<file path="config.mk">
export PLATFORM = sky130hd
export DESIGN_NAME = barrier_map_writer_flat
export DESIGN_NICKNAME = d
export VERILOG_FILES = /design/src/rtl/barrier_map_writer_if.sv /design/src/rtl/barrier_map_writer.sv /design/src/flat_wrapper.sv
export SDC_FILE = /design/constraint.sdc
export NUM_CORES = 1
export LEC_CHECK = 0
export ABC_AREA = 1
export ABC_CLOCK_PERIOD_IN_PS = 7100
export CAP_MARGIN = 40
export CORE_MARGIN = 2
export CORE_UTILIZATION = 42
export DETAILED_ROUTE_END_ITERATION = 7
export SLEW_MARGIN = 0
export SYNTH_ARGS = -nofsm -noshare
export SYNTH_HDL_FRONTEND = slang
export SYNTH_SLANG_ARGS = --single-unit
export TNS_END_PERCENT = 30
</file>
<file path="constraint.sdc">
create_clock -name clk_in -period 7.1 [get_ports clk_in]
set_input_delay 2.13 -clock clk_in [delete_from_list [all_inputs] [get_ports clk_in]]
set_output_delay 2.13 -clock clk_in [all_outputs]
set_load 0.05 [all_outputs]
</file>
<file path="src/rtl/barrier_map_writer_if.sv">
// Bus bundle between the obstacle configuration logic and the barrier map writer.
// It carries the slot-programming port, the scan request and the barrier BRAM write port.
interface barrier_map_writer_if #(
   parameter int ADDR_W  = 16,
   parameter int COORD_W = 8,
   parameter int IDX_W   = 2
);
   logic               rect_we_in;
   logic [IDX_W-1:0]   rect_idx_in;
   logic               rect_en_in;
   logic [COORD_W-1:0] rect_x0_in;
   logic [COORD_W-1:0] rect_x1_in;
   logic [COORD_W-1:0] rect_y0_in;
   logic [COORD_W-1:0] rect_y1_in;
   logic [1:0]         mode_in;
   logic               start_in;
   logic [ADDR_W-1:0]  bram_addr_out;
   logic               bram_data_out;
   logic               bram_we_out;
   logic               busy_out;
   logic               done_out;

   // The configuration side drives the slot port and the scan request, and it watches the write port.
   modport master (
      output rect_we_in, rect_idx_in, rect_en_in,
      output rect_x0_in, rect_x1_in, rect_y0_in, rect_y1_in,
      output mode_in, start_in,
      input  bram_addr_out, bram_data_out, bram_we_out, busy_out, done_out
   );

   // The writer side is the mirror image of the master modport.
   modport slave (
      input  rect_we_in, rect_idx_in, rect_en_in,
      input  rect_x0_in, rect_x1_in, rect_y0_in, rect_y1_in,
      input  mode_in, start_in,
      output bram_addr_out, bram_data_out, bram_we_out, busy_out, done_out
   );
endinterface

</file>
<file path="src/rtl/barrier_map_writer.sv">
// Barrier map writer: scans the whole grid once for each start request.
// It writes one barrier bit per cell. A bit is set when the cell falls inside the union of the enabled rectangles,
// or on an optional channel wall. The final bit can optionally be inverted.
module barrier_map_writer #(
   parameter int GRID_W    = 256,
   parameter int GRID_H    = 256,
   parameter int ADDR_W    = 16,
   parameter int COORD_W   = 8,
   parameter int NUM_RECTS = 4
) (
   input logic                clk_in,
   input logic                rst_in,
   barrier_map_writer_if.slave bus
);
   localparam int IDX_W = (NUM_RECTS > 1) ? $clog2(NUM_RECTS) : 1;
   localparam logic [COORD_W-1:0] X_LAST = COORD_W'(GRID_W - 1);
   localparam logic [COORD_W-1:0] Y_LAST = COORD_W'(GRID_H - 1);

   typedef enum logic [1:0] {S_IDLE, S_SCAN, S_DONE} state_t;

   state_t state, state_nxt;

   logic               slot_en_q [NUM_RECTS];
   logic [COORD_W-1:0] slot_x0_q [NUM_RECTS];
   logic [COORD_W-1:0] slot_x1_q [NUM_RECTS];
   logic [COORD_W-1:0] slot_y0_q [NUM_RECTS];
   logic [COORD_W-1:0] slot_y1_q [NUM_RECTS];

   logic [COORD_W-1:0] x_q, y_q;
   logic [ADDR_W-1:0]  cell_addr_q;
   logic               wall_q, invert_q;

   logic               accept_start, last_cell, any_hit, wall_hit, cell_bit;
   logic               we_d, data_d, busy_d, done_d;
   logic [ADDR_W-1:0]  addr_d;

   assign accept_start = (state == S_IDLE) && bus.start_in;
   assign last_cell    = (x_q == X_LAST) && (y_q == Y_LAST);
   assign wall_hit     = wall_q && ((y_q == '0) || (y_q == Y_LAST));
   assign cell_bit     = (any_hit | wall_hit) ^ invert_q;

   // The slot table only accepts writes in IDLE, so a scan always sees one consistent obstacle set.
   always_ff @(posedge clk_in or posedge rst_in) begin
      if (rst_in) begin
         for (int k = 0; k < NUM_RECTS; k++) begin
            slot_en_q[k] <= 1'b0;
            slot_x0_q[k] <= '0;
            slot_x1_q[k] <= '0;
            slot_y0_q[k] <= '0;
            slot_y1_q[k] <= '0;
         end
      end else begin
         for (int k = 0; k < NUM_RECTS; k++) begin
            if ((state == S_IDLE) && bus.rect_we_in && (bus.rect_idx_in == IDX_W'(k))) begin
               slot_en_q[k] <= bus.rect_en_in;
               slot_x0_q[k] <= bus.rect_x0_in;
               slot_x1_q[k] <= bus.rect_x1_in;
               slot_y0_q[k] <= bus.rect_y0_in;
               slot_y1_q[k] <= bus.rect_y1_in;
            end
         end
      end
   end

   // A cell is a hit when any enabled slot contains it. An inverted range naturally matches nothing.
   always_comb begin
      any_hit = 1'b0;
      for (int k = 0; k < NUM_RECTS; k++) begin
         if (slot_en_q[k] &&
             (x_q >= slot_x0_q[k]) && (x_q <= slot_x1_q[k]) &&
             (y_q >= slot_y0_q[k]) && (y_q <= slot_y1_q[k])) begin
            any_hit = 1'b1;
         end
      end
   end

   // State register for the scan sequencer.
   always_ff @(posedge clk_in or posedge rst_in) begin
      if (rst_in) begin
         state <= S_IDLE;
      end else begin
         state <= state_nxt;
      end
   end

   // Next-state logic: IDLE waits for start, SCAN runs until the last cell, and DONE lasts exactly one cycle.
   always_comb begin
      state_nxt = state;
      case (state)
         S_IDLE:  if (bus.start_in) state_nxt = S_SCAN;
         S_SCAN:  if (last_cell) state_nxt = S_DONE;
         S_DONE:  state_nxt = S_IDLE;
         default: state_nxt = S_IDLE;
      endcase
   end

   // Output values for the next edge. A SCAN cycle emits the current cell, and a DONE cycle emits the completion pulse.
   always_comb begin
      we_d   = 1'b0;
      data_d = 1'b0;
      busy_d = 1'b0;
      done_d = 1'b0;
      addr_d = bus.bram_addr_out;
      case (state)
         S_SCAN: begin
            we_d   = 1'b1;
            busy_d = 1'b1;
            data_d = cell_bit;
            addr_d = cell_addr_q;
         end
         S_DONE:  done_d = 1'b1;
         default: ;
      endcase
   end

   // The cell walker runs the address counter alongside x/y, so the design needs no y*GRID_W multiplier.
   always_ff @(posedge clk_in or posedge rst_in) begin
      if (rst_in) begin
         x_q         <= '0;
         y_q         <= '0;
         cell_addr_q <= '0;
         wall_q      <= 1'b0;
         invert_q    <= 1'b0;
      end else if (accept_start) begin
         x_q         <= '0;
         y_q         <= '0;
         cell_addr_q <= '0;
         wall_q      <= bus.mode_in[0];
         invert_q    <= bus.mode_in[1];
      end else if (state == S_SCAN) begin
         cell_addr_q <= cell_addr_q + 1'b1;
         if (x_q == X_LAST) begin
            x_q <= '0;
            y_q <= y_q + 1'b1;
         end else begin
            x_q <= x_q + 1'b1;
         end
      end
   end

   // The write port is fully registered so the BRAM sees clean, glitch-free strobes.
   always_ff @(posedge clk_in or posedge rst_in) begin
      if (rst_in) begin
         bus.bram_we_out   <= 1'b0;
         bus.bram_data_out <= 1'b0;
         bus.bram_addr_out <= '0;
         bus.busy_out      <= 1'b0;
         bus.done_out      <= 1'b0;
      end else begin
         bus.bram_we_out   <= we_d;
         bus.bram_data_out <= data_d;
         bus.bram_addr_out <= addr_d;
         bus.busy_out      <= busy_d;
         bus.done_out      <= done_d;
      end
   end
endmodule

</file>
<file path="src/flat_wrapper.sv">
// flat-port wrapper written by rule: the top's interface ports become plain ports
module barrier_map_writer_flat 
#(
   parameter int GRID_W    = 256,
   parameter int GRID_H    = 256,
   parameter int ADDR_W    = 16,
   parameter int COORD_W   = 8,
   parameter int NUM_RECTS = 4
)
  (clk_in, rst_in, bus_rect_we_in, bus_rect_idx_in, bus_rect_en_in, bus_rect_x0_in, bus_rect_x1_in, bus_rect_y0_in, bus_rect_y1_in, bus_mode_in, bus_start_in, bus_bram_addr_out, bus_bram_data_out, bus_bram_we_out, bus_busy_out, bus_done_out);
  barrier_map_writer_if #(.ADDR_W(ADDR_W), .COORD_W(COORD_W)) bus_i ();
  input logic clk_in;
  input logic rst_in;
  input wire logic [$bits(bus_i.rect_we_in)-1:0] bus_rect_we_in;
  input wire logic [$bits(bus_i.rect_idx_in)-1:0] bus_rect_idx_in;
  input wire logic [$bits(bus_i.rect_en_in)-1:0] bus_rect_en_in;
  input wire logic [$bits(bus_i.rect_x0_in)-1:0] bus_rect_x0_in;
  input wire logic [$bits(bus_i.rect_x1_in)-1:0] bus_rect_x1_in;
  input wire logic [$bits(bus_i.rect_y0_in)-1:0] bus_rect_y0_in;
  input wire logic [$bits(bus_i.rect_y1_in)-1:0] bus_rect_y1_in;
  input wire logic [$bits(bus_i.mode_in)-1:0] bus_mode_in;
  input wire logic [$bits(bus_i.start_in)-1:0] bus_start_in;
  output wire logic [$bits(bus_i.bram_addr_out)-1:0] bus_bram_addr_out;
  output wire logic [$bits(bus_i.bram_data_out)-1:0] bus_bram_data_out;
  output wire logic [$bits(bus_i.bram_we_out)-1:0] bus_bram_we_out;
  output wire logic [$bits(bus_i.busy_out)-1:0] bus_busy_out;
  output wire logic [$bits(bus_i.done_out)-1:0] bus_done_out;
  assign bus_i.rect_we_in = bus_rect_we_in;
  assign bus_i.rect_idx_in = bus_rect_idx_in;
  assign bus_i.rect_en_in = bus_rect_en_in;
  assign bus_i.rect_x0_in = bus_rect_x0_in;
  assign bus_i.rect_x1_in = bus_rect_x1_in;
  assign bus_i.rect_y0_in = bus_rect_y0_in;
  assign bus_i.rect_y1_in = bus_rect_y1_in;
  assign bus_i.mode_in = bus_mode_in;
  assign bus_i.start_in = bus_start_in;
  assign bus_bram_addr_out = bus_i.bram_addr_out;
  assign bus_bram_data_out = bus_i.bram_data_out;
  assign bus_bram_we_out = bus_i.bram_we_out;
  assign bus_busy_out = bus_i.busy_out;
  assign bus_done_out = bus_i.done_out;
  barrier_map_writer #(.GRID_W(GRID_W), .GRID_H(GRID_H), .ADDR_W(ADDR_W), .COORD_W(COORD_W), .NUM_RECTS(NUM_RECTS)) u_core (.clk_in(clk_in), .rst_in(rst_in), .bus(bus_i));
endmodule
</file>
==> run metrics <==
synth unique cells=40; Reg clk slew, reported paths=about 0.07 ns; Final ANT Viol Nets=0; Die ar.=26600 sq um; Post-synth EDFFs=0; clock root buffer=clkbuf_16; Worst R2R End=u_core.bus.bram_data_out; layout cells sized above 1=0.0469; chip height=around 160 microns; post-CTS setup buffers=0; number of I/O pins=between 60 and 70; Row Count=58; drt wl/cell=between 10 and 15 microns; via count=8239; Max stage delay on crit path=0.81 ns; Final nets=1526; Critical-path top delay cell=clkdlybuf4s50_1; largest net degree at the start of global routing=188; cells on worst reg2reg path=9; Synth Instances=about 1300; fin crit share=0.525; PostCTS Resize Cnt=0; CP top delay family=buffers and inverters; post-synthesis mux area share=0; drt first pass iters=5; # setup viols final=0; Relative slew margins=0.257; Max Clock Skew=0.00833 ns; CTS tree=built; Hold Path Class=register to register; Slew @ Worst Pin=1.11 ns; CP Cell Sequence=clkdlybuf4s50_1; #FFs+latches synth=187; Max H-tree Level=4; max frequency=268 MHz; Fin Setup TNS=0 ns; post-synthesis sequential area ratio=0.440; Port Buffer Count=60; crit path max fanout=2; worst r2r src=u_core.x_q[5]; ys flop type=dfrtp_1; Total Routing Usage GR=0.194; clk_lat worst skew=0.43 ns; first-pass GRT wire length=40.7 mm; DP Area=roughly 12000 sq um; Core ar.=25000 sq um; Worst setup endpoint=bus_bram_addr_out[6]; hold buffers post-CTS=0; DPL Wire Length=16.7 mm; Startpoint Class=register; initial antenna violation count=0; crit path DAT=1.60 ns; R2R Setup Slk=4.71 ns; Max Slew Vio Count=0; max-cap viol count=0; Critical Path Source=u_core.bus.bram_addr_out[6]; routability cong.=0.783; CTS Buf Count=17; Layout Cells excl Fill=between 1500 and 2000; number of DRC violations after detailed-routing iteration 0=426; Clock Sinks=between 150 and 200; clk buf depth=2; placed cells=1664; synthesis-to-finish area growth=14.8%; largest family of logic cells by synthesized area=simple AND/OR/NAND/NOR gates; Synth Area in Simple Gates=0.175; via/cell ratio=4.86; syn_nets=about 1500; Congestion Overflow GR=0; DRC viols=0; Post-Synth XOR/XNOR Area=0.000823; area share of fa/ha/maj cells after synthesis=0.155; Final Hold Viols=0; Mean Syn Cell Area=slightly above 8 sq um; Ant. Diodes=0; YS warnings=0; Final Instance Area=12200 sq um; Setup CP Type=register to primary output; vias in the first global route=8016; Post-Route WL=24.2 mm; initial core utilization=0.425; status=finished clean; pwr/cell area=about 190 nW/um^2; Hold WS=0.476 ns; Tmin final=between 3 and 4 ns; Worst Setup End Kind=primary output; Compound-Gate Fraction of Synth Area=0.130; cell area after synthesis=10600 sq um; VDD IR-drop max=0.108 mV; Leakage=0.00575 uW; critical path required time=4.97 ns; RSZ-0062 raised after global routing=no; Buffers & Inverters on Critical Path=1; asr flop ratio synth=1.00; Stages on worst setup path=1; width of the die=~160 microns
[how the worst min path moves through the flow]
stage,start,to,slack (ns),cells after the start
global placement,u_core.bus.bram_addr_out[8],u_core.bus.bram_addr_out[8],0.46,2
floorplan,u_core.wall_q,u_core.wall_q,0.45,2
finish,u_core.bus.bram_addr_out[8],u_core.bus.bram_addr_out[8],0.48,2
detailed placement,u_core.bus.bram_addr_out[8],u_core.bus.bram_addr_out[8],0.47,2
CTS,u_core.bus.bram_addr_out[8],u_core.bus.bram_addr_out[8],0.48,2
global route,u_core.bus.bram_addr_out[5],u_core.bus.bram_addr_out[5],0.50,2
[Yosys cell counts (3+ instances only)]
cell,instances,area (sq um)
inv_1,232,871
nor3_1,9,45.0
a221oi_1,3,26.3
nand3_1,24,120
o21ai_0,52,260
nand2_2,5,31.3
nor2_1,52,195
o21ai_1,126,631
o21a_1,6,45.0
nand2_1,325,1220
dfrtp_1,187,4680
a21oi_1,53,265
inv_2,6,22.5
buf_2,16,80.1
clkbuf_1,19,71.3
nand4_1,20,125
ha_1,132,1650
a21o_1,6,45.0
[cells in the final DEF (no fill, tap or decap), types with 3 or more instances in the layout]
master,instances
nand3_1,20
a221oi_1,3
a21oi_1,53
bufinv_16,4
buf_4,5
nor2_1,52
clkinvlp_4,3
nand2_1,325
nand2_2,5
inv_1,231
o21a_1,6
clkdlybuf4s50_1,60
ha_1,132
dfrtp_1,187
inv_2,6
a21o_1,6
o21ai_1,126
inv_6,3
clkbuf_16,17
nand4_1,20
clkbuf_8,3
nor3_1,9
o21ai_0,52
nand3_2,4
[flip-flops by register name, summed over array words and instances (netlist names)]
| signal | count |
|---|---|
| u_core.bus.bram_addr_out | 16 |
| u_core.bus.bram_data_out | 1 |
| u_core.bus.bram_we_out | 1 |
| u_core.bus.done_out | 1 |
| u_core.cell_addr_q | 16 |
| u_core.invert_q | 1 |
| u_core.slot_en_q | 4 |
| u_core.slot_x0_q | 32 |
| u_core.slot_x1_q | 32 |
| u_core.slot_y0_q | 32 |
| u_core.slot_y1_q | 32 |
| u_core.state | 2 |
| u_core.wall_q | 1 |
| u_core.x_q | 8 |
| u_core.y_q | 8 |
[per-stage QoR]
stage               setup slack, ns  power (uW)  utilization
finish                         3.37        2270        0.488
global route                   3.31        2370        0.488
CTS                            3.34        2300        0.488
detailed placement             3.07        1240        0.462
global placement               3.03        1240        0.462
floorplan                      2.56        1190            -
[cell families (layout without fill, tap and decap cells)]
kind of cell / count (synthesis) / in the layout
buffers and inverters: 276 / 337
XOR/XNOR: 1 / 1
AND/OR/NAND/NOR: 449 / 449
flip-flops: 187 / 187
adder cells (fa/ha/maj): 132 / 132
AO/OA/AOI/OAI: 260 / 260
[metal layers]
layer,GRT usage,up-vias,part of all wire
met1,0.262,3831,0.49
met4,0.0410,0,0.0089
met2,0.331,100,0.48
li1,-,4290,-
met5,0,-,0
met3,0.0302,18,0.024
[where the power goes]
part	internal [uW]	switching (uW)
Clock	623	430
Sequential	1080	10.7
Combinational	51.4	74.3
[worst reg2reg max path, delay by kind of cell (launching register included)]
family / cells / cell delay (ns)
and+or+nand+nor: 5 / 0.77
DFF: 1 / 0.70
AOI/OAI and AO/OA: 3 / 0.47
adders and majority gates: 1 / 0.35
[area by class of cell]
| type | count | area [sq um] |
|---|---|---|
| Clock buffer | 21 | 470 |
| Clock inverter | 11 | 179 |
| Fill cell | 2431 | 12800 |
| Inverter | 239 | 901 |
| Multi-Input combinational cell | 842 | 4920 |
| Sequential cell | 187 | 4680 |
| Tap cell | 330 | 413 |
| Timing Repair Buffer | 66 | 658 |
No activity file was read; power rests on OpenSTA's default activity.
